==> src/rtl/branch_resolve_unit.sv <==
// branch_resolve_unit: in-order queue of predicted branches, resolved against execute outcomes.
// Latency: flush, redirect, BHT update and counters are registered, 1 cycle after the resolving edge.
// Backpressure: fetch stalls on full; a push into a full queue is taken only alongside a pop.
module branch_resolve_unit #(
    parameter int LOWER = 5,
    parameter int PC_W  = 64,
    parameter int DEPTH = 4,
    parameter int CNT_W = 16
) (
    input  logic             clk,
    input  logic             arst_n,
    input  logic             fetch_valid,
    input  logic [LOWER-1:0] fetch_idx,
    input  logic             fetch_pred,
    input  logic [PC_W-1:0]  fetch_target,
    input  logic [PC_W-1:0]  fetch_fallthrough,
    input  logic             ex_valid,
    input  logic             ex_taken,
    input  logic [PC_W-1:0]  ex_target,
    output logic             full,
    output logic             empty,
    output logic             flush,
    output logic [PC_W-1:0]  redirect_pc,
    output logic             upd_en,
    output logic [LOWER-1:0] upd_addr,
    output logic             upd_taken,
    output logic [CNT_W-1:0] branch_count,
    output logic [CNT_W-1:0] mispredict_count,
    output logic             underflow_err
);
    localparam int AW = $clog2(DEPTH);

    typedef struct packed {
        logic [LOWER-1:0] idx;
        logic             pred;
        logic [PC_W-1:0]  target;
        logic [PC_W-1:0]  ft;
    } entry_t;

    entry_t        mem [DEPTH];
    entry_t        new_entry;
    entry_t        head;
    logic [AW-1:0] wr_ptr;
    logic [AW-1:0] rd_ptr;
    logic [AW:0]   occ;
    logic          pop;
    logic          push;
    logic          mispredict_now;

    assign full      = (occ == (AW+1)'(DEPTH));
    assign empty     = (occ == '0);
    assign head      = mem[rd_ptr];
    assign new_entry = '{idx: fetch_idx, pred: fetch_pred, target: fetch_target, ft: fetch_fallthrough};

    assign pop            = ex_valid & ~empty;
    assign mispredict_now = pop & ((head.pred != ex_taken) |
                                   (head.pred & ex_taken & (head.target != ex_target)));
    // Anything fetched alongside a mispredict is on the wrong path.
    assign push           = fetch_valid & (~full | pop) & ~mispredict_now;

    always_ff @(posedge clk) begin
        if (push) begin
            mem[wr_ptr] <= new_entry;
        end
    end

    always_ff @(posedge clk) begin
        if (!arst_n) begin
            wr_ptr           <= '0;
            rd_ptr           <= '0;
            occ              <= '0;
            flush            <= 1'b0;
            redirect_pc      <= '0;
            upd_en           <= 1'b0;
            upd_addr         <= '0;
            upd_taken        <= 1'b0;
            branch_count     <= '0;
            mispredict_count <= '0;
            underflow_err    <= 1'b0;
        end else begin
            if (mispredict_now) begin
                wr_ptr <= '0;
                rd_ptr <= '0;
                occ    <= '0;
            end else begin
                if (push) begin
                    wr_ptr <= wr_ptr + AW'(1);
                end
                if (pop) begin
                    rd_ptr <= rd_ptr + AW'(1);
                end
                if (push && !pop) begin
                    occ <= occ + (AW+1)'(1);
                end else if (pop && !push) begin
                    occ <= occ - (AW+1)'(1);
                end
            end

            flush  <= mispredict_now;
            upd_en <= pop;
            if (mispredict_now) begin
                redirect_pc <= ex_taken ? ex_target : head.ft;
            end
            if (pop) begin
                upd_addr  <= head.idx;
                upd_taken <= ex_taken;
            end

            if (pop && (branch_count != '1)) begin
                branch_count <= branch_count + CNT_W'(1);
            end
            if (mispredict_now && (mispredict_count != '1)) begin
                mispredict_count <= mispredict_count + CNT_W'(1);
            end
            if (ex_valid && empty) begin
                underflow_err <= 1'b1;
            end
        end
    end
endmodule

==> config.mk <==
export PLATFORM = sky130hd
export DESIGN_NAME = branch_resolve_unit
export DESIGN_NICKNAME = d
export VERILOG_FILES = /design/src/rtl/branch_resolve_unit.sv
export SDC_FILE = /design/constraint.sdc
export NUM_CORES = 1
export LEC_CHECK = 0
export ABC_AREA = 1
export BUFFER_PORTS_ARGS = -buffer_cell sky130_fd_sc_hd__buf_2
export CAP_MARGIN = 20
export CORE_ASPECT_RATIO = 0.6
export CORE_MARGIN = 10
export CORE_UTILIZATION = 58
export CTS_CLUSTER_DIAMETER = 150
export DETAILED_ROUTE_END_ITERATION = 12
export PLACE_DENSITY = 0.79
export SYNTH_ARGS = -nofsm -noshare
export SYNTH_HDL_FRONTEND = slang
export SYNTH_SLANG_ARGS = --single-unit
==> constraint.sdc <==
create_clock -name clk -period 10.5 [get_ports clk]
set_clock_uncertainty 0.15 [all_clocks]
set_input_delay 1.05 -clock clk [delete_from_list [all_inputs] [get_ports clk]]
set_output_delay 1.05 -clock clk [all_outputs]
set_load 0.02 [all_outputs]
==> results of run 1 <==
sequential cells by signal, summed over array words and instances, names as in the netlist, named ones only:
| register | count |
|---|---|
| flush | 1 |
| rd_ptr | 2 |
| upd_addr | 5 |
| mispredict_count | 16 |
| redirect_pc | 64 |
| upd_taken | 1 |
| occ | 3 |
| wr_ptr | 2 |
| branch_count | 16 |
| underflow_err | 1 |
| mem | 536 |
| upd_en | 1 |
worst max-delay path by stage:
stage | from | to | slack, ns | depth (start not counted)
3_5_place_dp | register | mem[2][35]$_DFFE_PP_ | 3.57 | 19
6_report | register | mem[2][81]$_DFFE_PP_ | 3.85 | 22
5_1_grt | register | mem[2][2]$_DFFE_PP_ | 3.36 | 22
3_3_place_gp | register | mem[3][37]$_DFFE_PP_ | 3.59 | 19
4_1_cts | register | mem[2][2]$_DFFE_PP_ | 3.55 | 21
2_1_floorplan | register | mem[0][0]$_DFFE_PP_ | 1.93 | 15
layout make-up:
class,count,share of cell area
antenna,20,0.00167
sequential,650,0.614
clock inverter,26,0.00945
inverter,54,0.00719
clock buffer,79,0.0531
timing repair buffer,325,0.0576
multi-input combinational,1471,0.232
tap,589,0.0246
cells by family after synthesis:
| group | after synthesis |
|---|---|
| AOI/OAI and AO/OA | 399 |
| xor gates and xnor gates | 19 |
| adders and majority gates | 8 |
| buffers and inverters | 178 |
| DFF | 650 |
| and+or+nand+nor | 1045 |
metal layers:
layer	share of wire	vias up
li1	-	8678
met1	0.39	9066
met2	0.47	828
met3	0.10	146
met4	0.031	24
met5	0.0022	-
critical path: cells and delay by family, from the launching register on:
family                 cells  cell delay, ns
AND/OR/NAND/NOR           16            2.32
buffers and inverters      6            2.66
flip-flops                 1            0.91
metrics by stage:
step	util	total power, mW	setup slack, ns	hold slack [ns]	cell area (um^2)
final	0.670	7.09	3.85	0.305	29900
after global routing	0.670	7.43	3.36	0.321	29900
after CTS	0.668	7.09	3.55	0.306	29900
after detailed placement	0.626	5.00	3.57	0.290	28000
after global placement	0.626	4.92	3.59	0.285	28000
after floorplan	-	4.53	1.93	0.297	26100
cell usage after synthesis, drive strengths merged:
cell,n,area [um^2]
nand2,587,2210
edfxtp,536,16100
o21ai,290,1450
nor2,222,841
nand3,161,806
dfxtp,114,2280
clkbuf,71,269
o221ai,64,561
nand3b,59,443
buf,53,342
inv,53,201
a21oi,37,185
xor2,12,105
nor3,9,45.0
ha,7,87.6
xnor2,7,61.3
a31oi,5,31.3
nand4,4,25.0
nor3b,2,15.0
clkinv,1,3.75
fa,1,20.0
nor4,1,6.26
o21a,1,7.51
o21bai,1,7.51
o22ai,1,6.26
cell usage in the layout (no fill, tap or decap), types with 12 or more instances in the layout:
cell type  Yosys  final
nand3_1      161    161
o21ai_1       21     21
o221ai_1      64     64
dfxtp_1      114    112
clkbuf_1      69     14
nand3b_1      59     59
a21oi_1       37     37
buf_4          2     12
diode_2        0     20
buf_2         36    309
o21ai_0      269    269
xor2_1        12     12
edfxtp_1     536    536
nand2_1      584    583
nor2_1       221    217
clkbuf_16      0     57
inv_1         49     48
power groups by stage:
stage,Sequential (mW),Clock (mW),Combinational [mW]
3_5_place_dp,3.38,0,1.62
2_1_floorplan,3.47,0,1.06
3_3_place_gp,3.36,0,1.56
6_report,3.33,2.11,1.65
4_1_cts,3.33,2.13,1.64
5_1_grt,3.36,2.25,1.83
==> flow_results.xml, run 1 <==
<?xml version="1.0" encoding="UTF-8"?>
<metrics>
  <group name="run_status">
    <metric name="run_status" unit="">finished clean</metric>
  </group>
  <group name="clock_tree">
    <metric name="cts-buffers-inserted" unit="">56</metric>
    <metric name="cts_hold_buffers" unit="">0</metric>
    <metric name="clk_pin_slew" unit="ns">0.07</metric>
    <metric name="clock-sinks" unit="">650</metric>
    <metric name="tritoncts" unit="">done</metric>
    <metric name="worstSkewPairLatency" unit="ns">0.61</metric>
    <metric name="cts-root-buf" unit="">clkbuf_16</metric>
    <metric name="ctsResizeCount" unit="">0</metric>
    <metric name="htree_levels" unit="">2</metric>
    <metric name="clockBufferDepth" unit="">3</metric>
    <metric name="cts_setup_buffers" unit="">0</metric>
  </group>
  <group name="layout">
    <metric name="stdcell_count" unit="">3214</metric>
    <metric name="flow.area_growth_from_synthesis" unit="%">14.6</metric>
    <metric name="final_layout_size_suffix_gt1_frac" unit="">0.164</metric>
    <metric name="sequential_cell_area" unit="mm^2">0.0184</metric>
    <metric name="area_of_combinational_cells_with_multiple_inputs" unit="mm^2">0.00695</metric>
    <metric name="num-fill-cells" unit="">3202</metric>
    <metric name="nNetsFinal" unit="">2769</metric>
  </group>
  <group name="hold_path">
    <metric name="number_of_cells_on_the_worst_hold_path" unit="">2</metric>
    <metric name="worst_min_delay_path_category" unit="">reg2reg</metric>
    <metric name="timing.hold.worst.start" unit="">redirect_pc[2]$_SDFFE_PN0P_</metric>
    <metric name="whs_endpoint" unit="">redirect_pc[2]$_SDFFE_PN0P_</metric>
  </group>
  <group name="logic_synthesis">
    <metric name="synth_compound_gate_area_share" unit="">0.0862</metric>
    <metric name="sequential_cell_area_fraction_in_the_yosys_report" unit="">0.704</metric>
    <metric name="number_of_nets_in_the_synthesized_netlist" unit="">2510</metric>
    <metric name="netlist_area_before_placement" unit="mm^2">0.0261</metric>
    <metric name="synth_cells" unit="">2299</metric>
    <metric name="post_synth_fa_ha_maj_area_fraction" unit="">0.00412</metric>
    <metric name="ys.warnings.count" unit="">0</metric>
    <metric name="synth-xor-area-share" unit="">0.00637</metric>
    <metric name="synth-seq-cells" unit="">650</metric>
    <metric name="syn_avg_cell_area" unit="um^2">11.4</metric>
    <metric name="synth.area.mux_share" unit="">0</metric>
    <metric name="yosys.area_share.simple" unit="">0.168</metric>
    <metric name="synthDistinctLibCells" unit="">34</metric>
    <metric name="largest_family_of_logic_cells_by_synthesized_area" unit="">simple AND/OR/NAND/NOR gates</metric>
  </group>
  <group name="routing">
    <metric name="drtPass1Iterations" unit="">6</metric>
    <metric name="detail-route-antenna-nets" unit="">0</metric>
    <metric name="detail_route.drc_violations" unit="">0</metric>
    <metric name="drt-initial-drc-count" unit="">2110</metric>
    <metric name="routedWlPerCell" unit="um">21.9</metric>
    <metric name="wirelength" unit="um">70400</metric>
    <metric name="vias" unit="">18700</metric>
    <metric name="via_per_inst" unit="">5.83</metric>
  </group>
  <group name="critical_path">
    <metric name="worstPathRequired" unit="ns">10.58</metric>
    <metric name="crit_path_start_kind" unit="">register</metric>
    <metric name="crit_fanout" unit="">99</metric>
    <metric name="crit_arrival" unit="ns">6.74</metric>
    <metric name="kind_of_end_point_of_the_critical_path" unit="">register</metric>
    <metric name="r2r_slack" unit="ns">3.85</metric>
    <metric name="critPathKind" unit="">reg2reg</metric>
    <metric name="reg_to_reg_end" unit="">mem[2][81]$_DFFE_PP_</metric>
    <metric name="path_common_cell" unit="">nand2_1</metric>
    <metric name="cp_cell_sequence" unit="">buf_4 -&gt; buf_4 -&gt; buf_16 -&gt; nand2_1 -&gt; nand3_1 -&gt; nand2_1 -&gt; nand2_1 -&gt; nand2_1 -&gt; nor2_1 -&gt; nand2_1 -&gt; nor2_1 -&gt; nand2_1 -&gt; nor2_1 -&gt; nand2_1 -&gt; nand2_1 -&gt; nand2_2 -&gt; nand2_2 -&gt; inv_2 -&gt; nor2_1 -&gt; inv_1 -&gt; nor2_4 -&gt; buf_4</metric>
    <metric name="critical-path-max-stage-delay" unit="ns">0.91</metric>
    <metric name="reg2reg_path_depth" unit="">22</metric>
    <metric name="cp_slowest_cell" unit="">dfxtp_4</metric>
  </group>
  <group name="job">
    <metric name="maxCapViolCount" unit="">0</metric>
  </group>
  <group name="die">
    <metric name="fp.coreArea" unit="mm^2">0.0447</metric>
    <metric name="pin_count" unit="">310</metric>
    <metric name="die_area" unit="mm^2">0.0542</metric>
    <metric name="num_rows" unit="">60</metric>
    <metric name="floorplan.initialDensity" unit="">0.585</metric>
    <metric name="die_w" unit="um">294</metric>
    <metric name="die_height" unit="um">184</metric>
  </group>
  <group name="grt">
    <metric name="gr-total-overflow" unit="">0</metric>
    <metric name="antenna_found_initial" unit="">31</metric>
    <metric name="grt_pass1_vias" unit="">18000</metric>
    <metric name="most_congested_layer_reported_by_global_routing" unit="">met2</metric>
    <metric name="maximum_number_of_pins_on_one_net_before_global_route_repair" unit="">170</metric>
    <metric name="groute.layer.met1.usage" unit="">0.330</metric>
    <metric name="gr_layer_usage_met2" unit="">0.404</metric>
    <metric name="wire_length_of_the_first_global_routing_pass" unit="um">105000</metric>
    <metric name="groute.usage.overall" unit="">0.250</metric>
    <metric name="met3_usage" unit="">0.0619</metric>
  </group>
  <group name="power">
    <metric name="p_leak" unit="nW">11.2</metric>
    <metric name="internal_power" unit="mW">4.85</metric>
    <metric name="power_switching_share" unit="">0.317</metric>
    <metric name="total_switching_power" unit="mW">2.25</metric>
    <metric name="sequential_share_of_power" unit="">0.469</metric>
    <metric name="clock_power_share" unit="">0.298</metric>
    <metric name="ir_worst_vdd" unit="mV">0.150</metric>
    <metric name="combinationalPowerShare" unit="">0.233</metric>
    <metric name="power_density" unit="mW/mm^2">237</metric>
  </group>
  <group name="place">
    <metric name="io_buffer_count" unit="">309</metric>
    <metric name="routabilityCongestion" unit="">0.861</metric>
    <metric name="dpl.cell_count" unit="">3088</metric>
    <metric name="dpl.hpwl" unit="um">44200</metric>
  </group>
  <group name="sta">
    <metric name="maxClockFrequency" unit="MHz">150</metric>
    <metric name="maxSlewViolCount" unit="">0</metric>
    <metric name="grt_setup_unrepaired" unit="">no</metric>
    <metric name="finalCriticalPeriod" unit="ns">6.65</metric>
    <metric name="final.period_utilization" unit="">0.634</metric>
    <metric name="slew-limit-headroom" unit="">0.254</metric>
    <metric name="setup-violations-final" unit="">0</metric>
    <metric name="tightest_slew" unit="ns">1.12</metric>
    <metric name="hold_violations" unit="">0</metric>
    <metric name="tns" unit="ns">0</metric>
  </group>
</metrics>
(Power assumes the default switching activity.)
==> run 2: changes to the inputs <==
- ABC_AREA: 1 -> 0
- PLACE_DENSITY: 0.79 -> 0.8
- clock period: 10.5 -> 6.7 ns (I/O delays scaled with it)
==> flow_results.xml, run 2 <==
<?xml version="1.0" encoding="UTF-8"?>
<metrics>
  <group name="critical_path">
    <metric name="critPathKind" unit="">reg2reg</metric>
    <metric name="worstPathRequired" unit="ns">6.82</metric>
    <metric name="crit_fanout" unit="">51</metric>
    <metric name="crit_path_start_kind" unit="">register</metric>
    <metric name="crit_arrival" unit="ns">5.51</metric>
    <metric name="kind_of_end_point_of_the_critical_path" unit="">register</metric>
  </group>
  <group name="logic_synthesis">
    <metric name="synth_area_leaders" unit="">edfxtp_1 63%, mux4_2 12%, dfxtp_1 9.0%</metric>
    <metric name="number_of_nets_in_the_synthesized_netlist" unit="">1573</metric>
    <metric name="sequential_cell_area_fraction_in_the_yosys_report" unit="">0.723</metric>
    <metric name="synth_common_cells" unit="">536 x edfxtp_1, 134 x mux4_2, 114 x dfxtp_1</metric>
    <metric name="yosysMostFrequentCell" unit="">edfxtp_1</metric>
    <metric name="synth_cells" unit="">1362</metric>
    <metric name="postSynth.asyncResetShare" unit="">0</metric>
    <metric name="synth_top_cell_area_share" unit="">0.633</metric>
    <metric name="netlist_area_before_placement" unit="mm^2">0.0254</metric>
    <metric name="syn_avg_cell_area" unit="um^2">18.7</metric>
    <metric name="synth-main-ff-cell" unit="">edfxtp_1</metric>
    <metric name="synthDominantAreaCellType" unit="">edfxtp_1</metric>
    <metric name="ys.warnings.count" unit="">0</metric>
    <metric name="synthDistinctLibCells" unit="">46</metric>
    <metric name="synth-seq-cells" unit="">650</metric>
    <metric name="synth_edf_count" unit="">536</metric>
  </group>
  <group name="layout">
    <metric name="commonest_cells_after_routing_fill_and_taps_aside" unit="">536 x edfxtp_1, 308 x buf_2, 134 x mux4_2, 112 x dfxtp_1, 98 x nor2_1</metric>
    <metric name="nNetsFinal" unit="">1889</metric>
    <metric name="final_layout_size_suffix_gt1_frac" unit="">0.359</metric>
    <metric name="biggestRegsByFlops" unit="">mem x536, redirect_pc x64</metric>
    <metric name="final_design_area_no_fill" unit="mm^2">0.0296</metric>
    <metric name="num-fill-cells" unit="">2728</metric>
    <metric name="largest_register_by_flop_count" unit="">mem</metric>
    <metric name="flow.area_growth_from_synthesis" unit="%">16.5</metric>
    <metric name="largest_register_ff_count" unit="">536</metric>
    <metric name="final_common_cell" unit="">edfxtp_1</metric>
  </group>
  <group name="sta">
    <metric name="hold_violations" unit="">0</metric>
    <metric name="final.period_utilization" unit="">0.805</metric>
    <metric name="tightest_slew" unit="ns">0.986</metric>
    <metric name="maxSlewViolCount" unit="">0</metric>
    <metric name="hold-worst-slack" unit="ns">0.135</metric>
    <metric name="tns" unit="ns">0</metric>
    <metric name="slew-limit-headroom" unit="">0.343</metric>
    <metric name="finalCriticalPeriod" unit="ns">5.39</metric>
    <metric name="setup-violations-final" unit="">0</metric>
    <metric name="maxClockFrequency" unit="MHz">185</metric>
    <metric name="grt_setup_unrepaired" unit="">no</metric>
  </group>
  <group name="power">
    <metric name="p_leak" unit="nW">10.2</metric>
    <metric name="power_density" unit="mW/mm^2">380</metric>
    <metric name="ir_worst_vdd" unit="mV">0.435</metric>
  </group>
  <group name="run_status">
    <metric name="run_status" unit="">finished clean</metric>
  </group>
  <group name="die">
    <metric name="pin_count" unit="">310</metric>
    <metric name="fp.coreArea" unit="mm^2">0.0433</metric>
    <metric name="floorplan.initialDensity" unit="">0.587</metric>
    <metric name="num_rows" unit="">59</metric>
    <metric name="die_w" unit="um">290</metric>
    <metric name="die_area" unit="mm^2">0.0529</metric>
    <metric name="die_height" unit="um">182</metric>
  </group>
  <group name="clock_tree">
    <metric name="cts-root-buf" unit="">clkbuf_16</metric>
    <metric name="tritoncts" unit="">done</metric>
    <metric name="worstSkewPairLatency" unit="ns">0.60</metric>
    <metric name="cts-buffers-inserted" unit="">56</metric>
    <metric name="ctsResizeCount" unit="">0</metric>
    <metric name="htree_levels" unit="">2</metric>
    <metric name="clock-sinks" unit="">650</metric>
    <metric name="clk_pin_slew" unit="ns">0.07</metric>
    <metric name="cts_hold_buffers" unit="">0</metric>
    <metric name="cts_setup_buffers" unit="">0</metric>
    <metric name="clockBufferDepth" unit="">3</metric>
  </group>
  <group name="place">
    <metric name="io_buffer_count" unit="">309</metric>
    <metric name="dpl.hpwl" unit="um">41800</metric>
    <metric name="routabilityCongestion" unit="">0.801</metric>
    <metric name="placement.cell_area" unit="mm^2">0.0276</metric>
  </group>
  <group name="grt">
    <metric name="grt_pass1_vias" unit="">14000</metric>
    <metric name="gr-total-overflow" unit="">0</metric>
    <metric name="groute.usage.overall" unit="">0.229</metric>
    <metric name="maximum_number_of_pins_on_one_net_before_global_route_repair" unit="">135</metric>
    <metric name="antenna_found_initial" unit="">25</metric>
    <metric name="wire_length_of_the_first_global_routing_pass" unit="um">92300</metric>
  </group>
  <group name="routing">
    <metric name="drt-initial-drc-count" unit="">1470</metric>
    <metric name="drtPass1Iterations" unit="">5</metric>
    <metric name="detail-route-antenna-nets" unit="">0</metric>
    <metric name="routedWlPerCell" unit="um">26.7</metric>
    <metric name="vias" unit="">14000</metric>
    <metric name="via_per_inst" unit="">6.04</metric>
    <metric name="wirelength" unit="um">62100</metric>
    <metric name="detail_route.drc_violations" unit="">0</metric>
  </group>
  <group name="hold_path">
    <metric name="worst_min_delay_path_category" unit="">in2reg</metric>
  </group>
  <group name="job">
    <metric name="maxCapViolCount" unit="">0</metric>
  </group>
</metrics>
[run 2: changes by cell type in the layout (fill, tap and decap cells not counted), moves of 19 or more]
| cell | delta |
|---|---|
| nand2_1 | -536 |
| o21ai_0 | -263 |
| nand3_1 | -143 |
| mux4_2 | +134 |
| nor2_1 | -119 |
| mux2i_1 | +76 |
| o221ai_1 | -64 |
| xnor2_1 | +62 |
| a211oi_2 | +60 |
| nand3b_1 | -59 |
| inv_1 | -43 |
| nand4_1 | +20 |
| o21ai_1 | -19 |
[run 2: power by group]
part,switching (mW),internal (mW)
Clock,1.44,1.94
Sequential,0.245,5.05
Combinational,1.53,1.05
Total,3.22,8.04
[run 2: kinds of logic (layout without fill, tap and decap cells)]
group,count (synthesis),count (layout),share of synthesized area
flip-flops,650,650,0.723
AND/OR/NAND/NOR,232,232,0.0422
multiplexers,210,210,0.149
AO/OA/AOI/OAI,105,105,0.0404
XOR/XNOR,79,79,0.0272
buffers and inverters,78,441,0.0150
adder cells (fa/ha/maj),8,8,0.00423
other,0,18,0
[run 2: final timing paths]
| check | depth (start not counted) | startpoint | end | slack (ns) |
|---|---|---|---|---|
| hold / removal | 1 | fetch_target[44] | mem[3][108]$_DFFE_PP_ | 0.14 |
| hold reg to reg | 2 | upd_taken$_SDFFE_PN0P_ | upd_taken$_SDFFE_PN0P_ | 0.31 |
| setup reg to reg | 9 | register | mem[0][108]$_DFFE_PP_ | 1.31 |
| setup / recovery | 9 | register | mem[0][108]$_DFFE_PP_ | 1.31 |
[run 2: through the flow]
stage	instances	power (mW)	util	setup WS [ns]
after floorplan	1362	7.19	-	0.124
after CTS	2303	11.3	0.682	1.21
after detailed placement	2198	7.95	0.638	1.20
after global routing	2314	11.7	0.684	0.964
final	2322	11.3	0.684	1.31
after global placement	2198	7.86	0.638	1.40
[run 2: area by class of cell]
cell class,count,area (um^2),share of cell area
Timing Repair Buffer,330,1830,0.0616
Tap cell,579,724,0.0244
Antenna cell,18,45.0,0.00152
Sequential cell,650,18400,0.620
Clock buffer,79,1600,0.0540
Clock inverter,26,328,0.0111
Multi-Input combinational cell,634,6710,0.226
Inverter,6,25.0,0.000844
[run 2: critical path, stage by stage, from the launching register on]
cell and delay, ns:
dfxtp_4 0.75, buf_12 0.39, mux4_2 0.56, xnor2_1 0.22
nand4_1 0.25, nor4_1 0.40, nand4_1 0.33, a31oi_1 0.79
and3_4 0.76, buf_12 0.38
[run 2: layer usage]
metal / global-route usage / wire, um / up-vias
met3: 0.0537 / 5330 / 111
met1: 0.305 / 24600 / 7249
met4: 0.0682 / 1450 / 8
met5: 0 / 47 / -
met2: 0.374 / 30600 / 605
li1: - / - / 6056
==> run 3: changes to the inputs <==
- CORE_UTILIZATION: 58 -> 52
- PLACE_DENSITY: 0.8 -> 0.75
- clock period: 6.7 -> 4.53 ns (I/O delays scaled with it)
==> flow_results.xml, run 3 (synthesis gave the netlist of run 2 again) <==
<?xml version="1.0" encoding="UTF-8"?>
<metrics>
  <group name="layout">
    <metric name="layout.core_utilization" unit="">0.650</metric>
    <metric name="commonest_cells_after_routing_fill_and_taps_aside" unit="">536 x edfxtp_1, 308 x buf_2, 134 x mux4_2, 133 x dlygate4sd3_1, 112 x dfxtp_1</metric>
    <metric name="stdcell_count" unit="">2523</metric>
    <metric name="nNetsFinal" unit="">2046</metric>
    <metric name="antenna_cells_inserted" unit="">0</metric>
    <metric name="final_common_cell" unit="">edfxtp_1</metric>
    <metric name="flow.area_growth_from_synthesis" unit="%">23.0</metric>
    <metric name="biggestRegsByFlops" unit="">mem x536, redirect_pc x64</metric>
    <metric name="largest_register_by_flop_count" unit="">mem</metric>
    <metric name="final_layout_size_suffix_gt1_frac" unit="">0.339</metric>
    <metric name="largest_register_ff_count" unit="">536</metric>
  </group>
  <group name="routing">
    <metric name="drtPass1Iterations" unit="">5</metric>
    <metric name="detail_route.drc_violations" unit="">0</metric>
    <metric name="routedWlPerCell" unit="um">25.5</metric>
    <metric name="vias" unit="">14500</metric>
    <metric name="drt-initial-drc-count" unit="">1416</metric>
    <metric name="wirelength" unit="um">64300</metric>
    <metric name="detail-route-antenna-nets" unit="">0</metric>
    <metric name="via_per_inst" unit="">5.74</metric>
  </group>
  <group name="place">
    <metric name="io_buffer_count" unit="">309</metric>
    <metric name="routabilityCongestion" unit="">0.803</metric>
    <metric name="dpl.hpwl" unit="um">43600</metric>
    <metric name="dpl.cell_count" unit="">2281</metric>
  </group>
  <group name="sta">
    <metric name="setup-violations-final" unit="">0</metric>
    <metric name="tightest_slew" unit="ns">0.960</metric>
    <metric name="maxClockFrequency" unit="MHz">234</metric>
    <metric name="grt_setup_unrepaired" unit="">no</metric>
    <metric name="hold_violations" unit="">0</metric>
    <metric name="slew-limit-headroom" unit="">0.360</metric>
    <metric name="finalCriticalPeriod" unit="ns">4.28</metric>
    <metric name="maxSlewViolCount" unit="">0</metric>
    <metric name="final.period_utilization" unit="">0.944</metric>
  </group>
  <group name="power">
    <metric name="sequential_share_of_power" unit="">0.468</metric>
    <metric name="internal_power" unit="mW">11.8</metric>
    <metric name="power_density" unit="mW/mm^2">534</metric>
    <metric name="combinationalPowerShare" unit="">0.249</metric>
    <metric name="power_switching_share" unit="">0.291</metric>
    <metric name="clock_power_share" unit="">0.283</metric>
    <metric name="p_leak" unit="nW">10.9</metric>
    <metric name="post-layout-total-power" unit="mW">16.7</metric>
    <metric name="total_switching_power" unit="mW">4.85</metric>
    <metric name="ir_worst_vdd" unit="mV">0.349</metric>
  </group>
  <group name="job">
    <metric name="maxCapViolCount" unit="">0</metric>
  </group>
  <group name="die">
    <metric name="die_area" unit="mm^2">0.0585</metric>
    <metric name="die_w" unit="um">306</metric>
    <metric name="die_height" unit="um">191</metric>
    <metric name="fp.coreArea" unit="mm^2">0.0481</metric>
    <metric name="floorplan.initialDensity" unit="">0.529</metric>
    <metric name="num_rows" unit="">62</metric>
    <metric name="pin_count" unit="">310</metric>
  </group>
  <group name="clock_tree">
    <metric name="clk_pin_slew" unit="ns">0.06</metric>
    <metric name="htree_levels" unit="">2</metric>
    <metric name="cts-buffers-inserted" unit="">56</metric>
    <metric name="tritoncts" unit="">done</metric>
    <metric name="clock-sinks" unit="">650</metric>
    <metric name="clockBufferDepth" unit="">3</metric>
    <metric name="worstSkewPairLatency" unit="ns">0.59</metric>
    <metric name="cts_setup_buffers" unit="">0</metric>
    <metric name="cts-root-buf" unit="">clkbuf_16</metric>
  </group>
  <group name="grt">
    <metric name="maximum_number_of_pins_on_one_net_before_global_route_repair" unit="">83</metric>
    <metric name="gr-total-overflow" unit="">0</metric>
    <metric name="grt_pass1_vias" unit="">15000</metric>
    <metric name="groute.usage.overall" unit="">0.216</metric>
    <metric name="wire_length_of_the_first_global_routing_pass" unit="um">95800</metric>
    <metric name="antenna_found_initial" unit="">3</metric>
  </group>
  <group name="critical_path">
    <metric name="worstPathRequired" unit="ns">4.63</metric>
    <metric name="cp_cell_sequence" unit="">buf_12 -&gt; mux4_2 -&gt; xnor2_1 -&gt; buf_4 -&gt; nand4_1 -&gt; nor4_1 -&gt; nand4_1 -&gt; a31oi_4 -&gt; and3_4 -&gt; buf_16</metric>
    <metric name="cp_slowest_cell" unit="">mux4_2</metric>
    <metric name="r2r_slack" unit="ns">0.25</metric>
    <metric name="kind_of_end_point_of_the_critical_path" unit="">register</metric>
    <metric name="crit_fanout" unit="">63</metric>
    <metric name="reg_to_reg_end" unit="">mem[3][69]$_DFFE_PP_</metric>
    <metric name="crit_arrival" unit="ns">4.38</metric>
    <metric name="path_common_cell" unit="">nand4_1</metric>
    <metric name="crit_path_start_kind" unit="">register</metric>
    <metric name="critPathKind" unit="">reg2reg</metric>
    <metric name="reg2reg_path_depth" unit="">10</metric>
    <metric name="critical-path-max-stage-delay" unit="ns">0.56</metric>
  </group>
  <group name="hold_path">
    <metric name="whs_endpoint" unit="">mem[3][99]$_DFFE_PP_</metric>
    <metric name="timing.hold.worst.start" unit="">fetch_target[35]</metric>
    <metric name="number_of_cells_on_the_worst_hold_path" unit="">1</metric>
    <metric name="worst_min_delay_path_category" unit="">in2reg</metric>
  </group>
  <group name="run_status">
    <metric name="run_status" unit="">finished clean</metric>
  </group>
</metrics>
run 3: cell count changes in the layout (fill, tap and decap cells not counted), moves of 3 or more:
cell / previous run / this run
diode_2: 18 / 0
dlygate4sd3_1: 0 / 133
clkinvlp_4: 4 / 1
clkbuf_1: 14 / 18
clkinv_1: 5 / 10
bufinv_16: 7 / 3
clkinv_2: 7 / 4
buf_12: 8 / 20
buf_4: 13 / 21
run 3: cell type report:
cell class	count	area, um^2
Clock buffer	84	1620
Clock inverter	22	186
Fill cell	3295	16800
Inverter	6	25.0
Multi-Input combinational cell	636	6750
Sequential cell	650	18400
Tap cell	640	801
Timing Repair Buffer	485	3510
run 3: how the worst max path moves through the flow:
stage                         from                    to  slack, ns  depth (start not counted)
after floorplan           register   mem[0][0]$_DFFE_PP_      -0.52                          9
after global placement    register  mem[2][22]$_DFFE_PP_       0.23                         10
after detailed placement  register  mem[1][16]$_DFFE_PP_       0.15                         10
after CTS                 register  mem[1][15]$_DFFE_PP_       0.10                         10
after global routing      register  mem[3][16]$_DFFE_PP_       0.03                          9
final                     register  mem[3][69]$_DFFE_PP_       0.25                         10
run 3: timing repair:
action,4_1_cts,5_1_grt
resized for setup,0,6
hold buffers,133,0
hold endpoints to repair,532,0
endpoints found under the setup margin,0,429
run 3: critical path, delay by kind of cell (launching register included):
kind,cells,cell delay [ns]
simple gates,4,1.19
buf+inv,3,0.80
mux,1,0.56
xor+xnor,1,0.28
flops,1,0.51
compound gates,1,0.34
run 3: layer usage:
| layer | GRT usage | vias up | routed length [um] |
|---|---|---|---|
| met5 | 0 | - | 34 |
| met4 | 0.0472 | 6 | 1170 |
| met3 | 0.0540 | 93 | 5290 |
| met2 | 0.345 | 596 | 30700 |
| met1 | 0.300 | 7429 | 27100 |
| li1 | - | 6359 | - |
run 3: power groups by stage:
stage	clock [mW]	combinational [mW]	sequential (mW)
after floorplan	0	2.41	8.17
after global placement	0	3.98	7.88
final	4.73	4.15	7.81
after global routing	5.05	4.46	7.88
after CTS	4.80	4.15	7.81
after detailed placement	0	4.03	7.92
run 3: stage by stage:
stage                     worst slack [ns]  setup TNS (ns)  area, um^2  hold slack (ns)
after global placement               0.225               0       28100            0.297
after detailed placement             0.148               0       28100            0.300
final                                0.254               0       31300           0.0305
after CTS                            0.103               0       31200           0.0135
after global routing                0.0302               0       31300           0.0178
after floorplan                     -0.521         -279.15       25400            0.318
